## src/rtl/lsu_ctrl.sv

```systemverilog
// Load/store initiator: word-aligned memory accesses with byte enables, aligned and extended load data.
// Latency 3 cycles aligned, 4 split, 1 on error; req_ready only in IDLE, so requests wait while busy.
module lsu_ctrl #(
  parameter int DM_ADDRESS       = 9,
  parameter int DATA_W           = 32,
  parameter bit SPLIT_MISALIGNED = 1'b1
) (
  input  logic                  clk,
  input  logic                  rst_n,
  input  logic                  req_valid,
  output logic                  req_ready,
  input  logic                  is_load,
  input  logic                  is_store,
  input  logic [2:0]            funct3,
  input  logic [31:0]           addr,
  input  logic [DATA_W-1:0]     wdata,
  output logic                  resp_valid,
  output logic                  resp_err,
  output logic [DATA_W-1:0]     rdata,
  output logic                  mem_req,
  output logic                  mem_we,
  output logic [DM_ADDRESS-1:0] mem_addr,
  output logic [3:0]            mem_be,
  output logic [DATA_W-1:0]     mem_wdata,
  input  logic [DATA_W-1:0]     mem_rdata
);

  typedef enum logic [1:0] {IDLE, ACC0, ACC1, FIN} state_t;

  state_t                  state_q, state_d;
  logic                    is_load_q, is_load_d;
  logic [2:0]              f3_q, f3_d;
  logic [DM_ADDRESS-1:0]   addr_q, addr_d;
  logic [DATA_W-1:0]       wdata_q, wdata_d;
  logic [DATA_W-1:0]       lo_q, lo_d;
  logic [DATA_W-1:0]       rdata_q, rdata_d;
  logic                    resp_valid_q, resp_valid_d;
  logic                    resp_err_q, resp_err_d;

  logic                    unused_addr;
  assign unused_addr = ^addr[31:DM_ADDRESS];

  // funct3[1:0] encodes the access size: 00 byte, 01 half, 10 word.
  function automatic logic crosses(input logic [2:0] f3, input logic [1:0] off);
    case (f3[1:0])
      2'b00:   crosses = 1'b0;
      2'b01:   crosses = (off == 2'b11);
      default: crosses = (off != 2'b00);
    endcase
  endfunction

  function automatic logic [3:0] size_mask(input logic [2:0] f3);
    case (f3[1:0])
      2'b00:   size_mask = 4'b0001;
      2'b01:   size_mask = 4'b0011;
      default: size_mask = 4'b1111;
    endcase
  endfunction

  logic f3_legal, req_bad;
  assign f3_legal = (funct3[1:0] != 2'b11) &&
                    (is_store ? !funct3[2] : !(funct3[2] && funct3[1]));
  assign req_bad  = (is_load && is_store) || !f3_legal ||
                    (!SPLIT_MISALIGNED && crosses(funct3, addr[1:0]));

  logic [1:0]              off_q;
  logic                    cross_q;
  logic [DM_ADDRESS-1:0]   base_addr;
  logic [7:0]              be_wide;
  logic [2*DATA_W-1:0]     wd_wide;
  logic [2*DATA_W-1:0]     rd_pair;
  logic [DATA_W-1:0]       rd_sh;
  logic [DATA_W-1:0]       ld_res;

  assign off_q     = addr_q[1:0];
  assign cross_q   = crosses(f3_q, off_q);
  assign base_addr = {addr_q[DM_ADDRESS-1:2], 2'b00};
  assign be_wide   = {4'b0000, size_mask(f3_q)} << off_q;
  assign wd_wide   = {{DATA_W{1'b0}}, wdata_q} << {off_q, 3'b000};
  // Split loads: low word was captured in ACC1, the word arriving in FIN is the high one.
  assign rd_pair   = cross_q ? {mem_rdata, lo_q} : {{DATA_W{1'b0}}, mem_rdata};
  assign rd_sh     = DATA_W'(rd_pair >> {off_q, 3'b000});

  always_comb begin
    case (f3_q)
      3'b000:  ld_res = {{(DATA_W-8){rd_sh[7]}}, rd_sh[7:0]};
      3'b001:  ld_res = {{(DATA_W-16){rd_sh[15]}}, rd_sh[15:0]};
      3'b100:  ld_res = {{(DATA_W-8){1'b0}}, rd_sh[7:0]};
      3'b101:  ld_res = {{(DATA_W-16){1'b0}}, rd_sh[15:0]};
      default: ld_res = rd_sh;
    endcase
  end

  always_comb begin
    state_d      = state_q;
    is_load_d    = is_load_q;
    f3_d         = f3_q;
    addr_d       = addr_q;
    wdata_d      = wdata_q;
    lo_d         = lo_q;
    rdata_d      = rdata_q;
    resp_valid_d = 1'b0;
    resp_err_d   = 1'b0;
    mem_req      = 1'b0;
    mem_we       = 1'b0;
    mem_addr     = '0;
    mem_be       = '0;
    mem_wdata    = '0;
    case (state_q)
      IDLE: begin
        if (req_valid && (is_load || is_store)) begin
          if (req_bad) begin
            resp_valid_d = 1'b1;
            resp_err_d   = 1'b1;
            rdata_d      = '0;
          end else begin
            is_load_d = is_load;
            f3_d      = funct3;
            addr_d    = addr[DM_ADDRESS-1:0];
            wdata_d   = wdata;
            state_d   = ACC0;
          end
        end
      end
      ACC0: begin
        mem_req  = 1'b1;
        mem_addr = base_addr;
        if (!is_load_q) begin
          mem_we    = 1'b1;
          mem_be    = be_wide[3:0];
          mem_wdata = wd_wide[DATA_W-1:0];
        end
        state_d = cross_q ? ACC1 : FIN;
      end
      ACC1: begin
        mem_req  = 1'b1;
        mem_addr = base_addr + DM_ADDRESS'(4);
        if (!is_load_q) begin
          mem_we    = 1'b1;
          mem_be    = be_wide[7:4];
          mem_wdata = wd_wide[2*DATA_W-1:DATA_W];
        end
        lo_d    = mem_rdata;
        state_d = FIN;
      end
      FIN: begin
        rdata_d      = is_load_q ? ld_res : '0;
        resp_valid_d = 1'b1;
        resp_err_d   = 1'b0;
        state_d      = IDLE;
      end
      default: state_d = IDLE;
    endcase
  end

  always_ff @(posedge clk or negedge rst_n) begin
    if (!rst_n) begin
      state_q      <= IDLE;
      is_load_q    <= 1'b0;
      f3_q         <= '0;
      addr_q       <= '0;
      wdata_q      <= '0;
      lo_q         <= '0;
      rdata_q      <= '0;
      resp_valid_q <= 1'b0;
      resp_err_q   <= 1'b0;
    end else begin
      state_q      <= state_d;
      is_load_q    <= is_load_d;
      f3_q         <= f3_d;
      addr_q       <= addr_d;
      wdata_q      <= wdata_d;
      lo_q         <= lo_d;
      rdata_q      <= rdata_d;
      resp_valid_q <= resp_valid_d;
      resp_err_q   <= resp_err_d;
    end
  end

  assign req_ready  = (state_q == IDLE);
  assign resp_valid = resp_valid_q;
  assign resp_err   = resp_err_q;
  assign rdata      = rdata_q;

endmodule

```

## config.mk

```make
export PLATFORM = sky130hd
export DESIGN_NAME = lsu_ctrl
export DESIGN_NICKNAME = d
export VERILOG_FILES = /design/src/rtl/lsu_ctrl.sv
export SDC_FILE = /design/constraint.sdc
export NUM_CORES = 1
export LEC_CHECK = 0
export BUFFER_PORTS_ARGS = -buffer_cell sky130_fd_sc_hd__buf_2
export CORE_MARGIN = 5
export CORE_UTILIZATION = 35
export CTS_CLUSTER_DIAMETER = 100
export DETAILED_ROUTE_END_ITERATION = 8
export SLEW_MARGIN = 20
export SYNTH_ARGS = -nofsm -noshare
export SYNTH_HDL_FRONTEND = slang
export SYNTH_SLANG_ARGS = --single-unit
```

## constraint.sdc

```tcl
create_clock -name clk -period 2.6 [get_ports clk]
set_input_delay 0.13 -clock clk [delete_from_list [all_inputs] [get_ports clk]]
set_output_delay 0.13 -clock clk [all_outputs]
set_load 0.05 [all_outputs]
```

Word level (Yosys, flattened, before mapping)

Cells that the tools add are included.

Register bits after elaboration: 113
Bits in latches: 0
Memory bits (writable): 0
Bits in read-only memories: 0
Input port bits: 104
Output and inout bits: 82
Memories: 0

$add $sub $neg: 1
Multipliers: 0
Divide/modulo/power cells: 0
Order comparisons: 0
Eq/ne operators: 12
Shifts and indexed selects: 3
Multiplexer cells: 27
Bitwise operators: 1
Reduce and logical (&&, ||, !) cells: 18

Operator list:

| kind                                                                     | number |
|---|---|
| 32-bit two-way mux                                                       | 5 |
| 32-bit case mux with 2 select lines                                      | 2 |
| 32-bit case mux with 4 select lines                                      | 1 |
| 64-bit two-way mux                                                       | 1 |
| 32-bit by 5-bit left shift with 64-bit output                            | 1 |
| 64-bit by 5-bit right shift with 32-bit output                           | 1 |
| 9-bit case mux with 2 select lines                                       | 1 |
| 4-bit case mux with 2 select lines                                       | 2 |
| 9-bit by 3-bit adder with 9-bit output (second input constant)           | 1 |
| 1-bit two-way mux                                                        | 8 |
| 4-bit two-way mux                                                        | 2 |
| 2-bit case mux with 4 select lines                                       | 1 |
| 4-bit by 2-bit left shift with 8-bit output                              | 1 |
| 2-bit equality test (second input constant)                              | 3 |
| 3-bit equality test (second input constant)                              | 2 |
| 3-bit AND reduction                                                      | 2 |
| 2-bit by 1-bit equality test with 1-bit output (second input constant)   | 2 |
| 1-bit logical AND                                                        | 4 |
| 2-bit zero test                                                          | 2 |
| 2-bit two-way mux                                                        | 2 |
| 2-bit by 1-bit inequality test with 1-bit output (second input constant) | 2 |
| 2-bit inequality test (second input constant)                            | 2 |
| 1-bit case mux with 2 select lines                                       | 2 |
| 2-bit nonzero test                                                       | 2 |
| 7 further kinds                                                          | 10 |

Depth between registers and ports, before layout

Depth in word-level cells: 9
Depth in mapped cells: 8
Gate-level depth less buffers: 7

Least setup slack after synthesis

No wires, ideal clock.

Path kind: reg2out
From: register state_q[0]
To: output mem_wdata[24]
Arrival: 3.043 ns
Required time: 2.470 ns
Setup slack: -0.573 ns
Cell stages (with the launch flop): 7
Buffers on the path: 0
Path through: dfrtp_1 -> inv_1 -> ha_1 -> nand2b_1 -> inv_1 -> nand2_1 -> a211oi_1

Longest elaborated chain between the ends: 2
Elaborated cells between the ends (all ways): 3
Those cells by class: eq/ne: 2; mux: 1

Ends and longest elaborated chain:

| item                                                                                  | RTL line | text |
|---|---|---|
| start: declaration                                                                    | 30       | `state_t state_q, state_d;` |
| start signal: assignment                                                              | 168      | `state_q <= state_d;` |
| 2-bit equality test or 2-bit by 1-bit equality test with 1-bit output (tied branches) | 109      | `case (state_q)` |
| 32-bit case mux with 2 select lines *                                                 | 109      |  |
| end: declaration                                                                      | 24       | `output logic [DATA_W-1:0] mem_wdata,` |

Every way passes the cells marked *; elsewhere a longest branch is shown, timed or not.

Worst setup path after layout

From: register addr_q[0]
To: output mem_wdata[16]

Longest elaborated chain between the ends: 3
Elaborated cells between the ends (all ways): 4
Those cells by class: shift: 1; mux: 3

Ends and longest elaborated chain:

| item                                            | RTL line | text |
|---|---|---|
| start: declaration                              | 33       | `logic [DM_ADDRESS-1:0] addr_q, addr_d;` |
| start signal: assignment                        | 171      | `addr_q <= addr_d;` |
| 32-bit by 5-bit left shift with 64-bit output * | 79       | `assign wd_wide = {{DATA_W{1'b0}}, wdata_q} << {off_q, 3'b000};` |
| 32-bit two-way mux (on tied branches)           | 138, 128 |  |
| 32-bit case mux with 2 select lines *           | 109      |  |

Marked as above.

==> impl_metrics.toml <==
[run_status]
status = "complete, no violations"

[clocking]
clk_pin_slew_ns = 0.08
htreeDepth = 3
cts_setup_buffers = 0
clock_latency_ns = 0.36
cts_sinks = 105
cts_buffers = 9
clockBufferDepth = 2
cts_tree = "yes"
cts_root_buf = "clkbuf_16"

[critical_path]
crit_chain = "buf_4, and2_1, a22oi_1, nor2_2, buf_2"
required_ns = 2.47
crit_start = "addr_q[0]$_DFFE_PN0P_"
cp.buffers_inverters = 2
regToRegStartpoint = "addr_q[0]$_DFFE_PN0P_"
crit_slowest_cell = "dfrtp_4"
crit_type = "reg -> out"
critPathCaptureType = "output pin"
critPathMaxStageDelay_ns = 0.68
arrival_ns = 2.31
crit_path_start_kind = "flip-flop"
critical-path-top-delay-family = "flip-flops"
path_max_fanout = 30

[power_and_ir_drop]
power_leakage_nw = 4.12
power.share.sequential_pct = 25.6
peakVddDrop_v = 0.000508
comb_power_share_pct = 63.1
internal_power_w = 0.00599
p_sw_w = 0.00633
power_density_nw_per_um2 = 1410
finalPower_w = 0.0123
power_frac_clock_pct = 11.3
sw_frac_of_total_pct = 51.4

[sta]
grt_setup_unrepaired = "false"
slew_viol_final = 0
worst_pin_slew_ns = 0.656
relSlewSlack_pct = 56.3
setup_violations = 0
fin_crit_ns = 2.44
finalCritPeriodShare_pct = 94.0
max_freq_mhz = 409
hold_viol = 0
tns_ns = 0
fin_worst_skew_ns = 0.00758

[layout]
area_delta_synth_final_pct = 27.0
layout_common_cells = "159 x buf_2, 102 x dfrtp_1, 85 x mux2_2"
mostFrequentLayoutCell = "buf_2"
final_area_um2 = 8720
fillers = 1916
drive_above_1_share_pct = 38.9
fin_nets = 978

[global_route]
overflow = 0
grt_pass1_vias = 5792
antenna_found_initial = 5
track_usage_pct = 18.4
grt_first_pass_wirelength_um = 32700
grt_max_degree = 50

[floorplanning]
die_area_um2 = 22500
fp.dieW_um = 150
initial_core_util_pct = 35.4
core.rowCount = 51
ios = 186
core_area_um2 = 19400
fp.dieH_um = 150

[logic_synthesis]
synthArstFlopShare_pct = 100
synth_ff_type = "dfrtp_1"
synth_edf_count = 0
synth_cell_types = 48
synth_area_um2 = 6860
yosysWarnings = 0
synth.largest_area_cell = "dfrtp_1"
synth-seq-area-share_pct = 38.3
syn_inst = 697
synth_area_per_cell_um2 = 9.84
synth_seq_cells = 105
synthTopCellsByArea = "dfrtp_1 38%, mux2_2 14%, mux2i_1 5.8%"
synth_top_area_share_pct = 38.3

[placement]
gp_congestion = 0.822
portBuffers = 160
postPlaceCellArea_um2 = 8060
dpl.hpwl_um = 14800

[route]
remaining_drc_errors = 0
ant_nets = 0
first_pass_iters = 5
wl_per_cell_um = 18.2
vias_per_cell = 5.37
first_iter_violations = 379
wl_um = 20700
num_vias = 6128

[min_path]
hold_path_class = "in -> reg"
hp-start = "wdata[16]"

[flow_run]
drv_cap = 0
## stage by stage
stage	utilization, %	setup WS [ns]	hold slack, ns	std cells
6_report	44.9	0.157	0.0123	1141
5_1_grt	44.9	0.00511	0.00566	1141
4_1_cts	44.7	0.0106	0.000572	1138
3_5_place_dp	41.6	0.277	0.204	1091
3_3_place_gp	41.6	0.291	0.197	1091
2_1_floorplan	-	-0.0879	-0.166	698
## what timing repair did
action,4_1_cts,5_1_grt
gates cloned,0,0
endpoints found under the hold margin,77,1
resized for setup,3,5
hold buffers,31,1
endpoints found under the setup margin,17,28
## worst register-to-register path: cells and delay by family (launching register included)
kind | cells | cell delay, ns
simple gates | 2 | 0.74
compound gates | 3 | 0.72
flops | 1 | 0.65
## power by group through the flow
stage / Sequential, W / Combinational, W / Clock [W]
after floorplan: 0.00359 / 0.00533 / 0
after global placement: 0.00316 / 0.00759 / 0
after detailed placement: 0.00318 / 0.00765 / 0
after CTS: 0.00316 / 0.00773 / 0.00143
after global routing: 0.00329 / 0.00836 / 0.00150
final: 0.00316 / 0.00777 / 0.00139
## final timing paths
path,cells after the start,endpoint,slack (ns)
worst min register to register,2,rdata[5]$_DFFE_PN0P_,0.48
worst max-delay path,5,mem_wdata[16],0.16
max in group asynchronous,3,lo_q[18]$_DFFE_PN0P_,1.56
min in group asynchronous,2,wdata_q[27]$_DFFE_PN0P_,0.35
worst min-delay path,2,wdata_q[16]$_DFFE_PN0P_,0.01
worst max register to register,5,rdata[13]$_DFFE_PN0P_,0.44
## final cells by class
cell class / count / area [um^2] / share of cell area [%]
clock buffer: 11 / 253 / 2.90
tap: 265 / 332 / 3.80
antenna: 2 / 5.00 / 0.0574
timing repair buffer: 223 / 1410 / 16.2
sequential: 105 / 2640 / 30.2
multi-input combinational: 514 / 3970 / 45.6
clock inverter: 5 / 46.3 / 0.531
inverter: 16 / 60.1 / 0.689
## registers in the layout (all words and copies together) (netlist names)
register / count
resp_valid: 1
state_q: 2
resp_err: 1
rdata: 32
is_load_q: 1
wdata_q: 32
addr_q: 9
lo_q: 24
f3_q: 3
## kinds of logic (layout without fill, tap and decap cells)
group	Yosys count	count (layout)	share of synthesized area [%]
simple gates	154	154	10.7
buf+inv	79	255	5.25
flops	105	105	38.3
other cells	1	4	0.0547
mux	134	134	22.7
fa+ha+maj	5	5	0.912
xor+xnor	5	5	0.638
compound gates	214	214	21.4
## cell usage after synthesis (all sizes together) (9+ instances only)
cell,count
clkbuf,26
and3,9
a211o,21
nor2,51
o22ai,9
o21ai,39
mux2i,40
mux4,9
inv,15
nand2,47
and2,13
nor2b,18
a221o,9
mux2,85
a211oi,25
a21oi,58
buf,37
dfrtp,105
a22oi,29
## metal layers
layer  up-vias  share of wire [%]  GRT usage [%]  routed length [um]
li1       2919                  -              -                   -
met4         6                2.1           5.63                 429
met3        31                6.7           4.69                1390
met1      2985                 45           25.6                9380
met2       187                 46           28.1                9510
met5         -               0.14              0                  30
No activity file was read; power rests on OpenSTA's default activity.
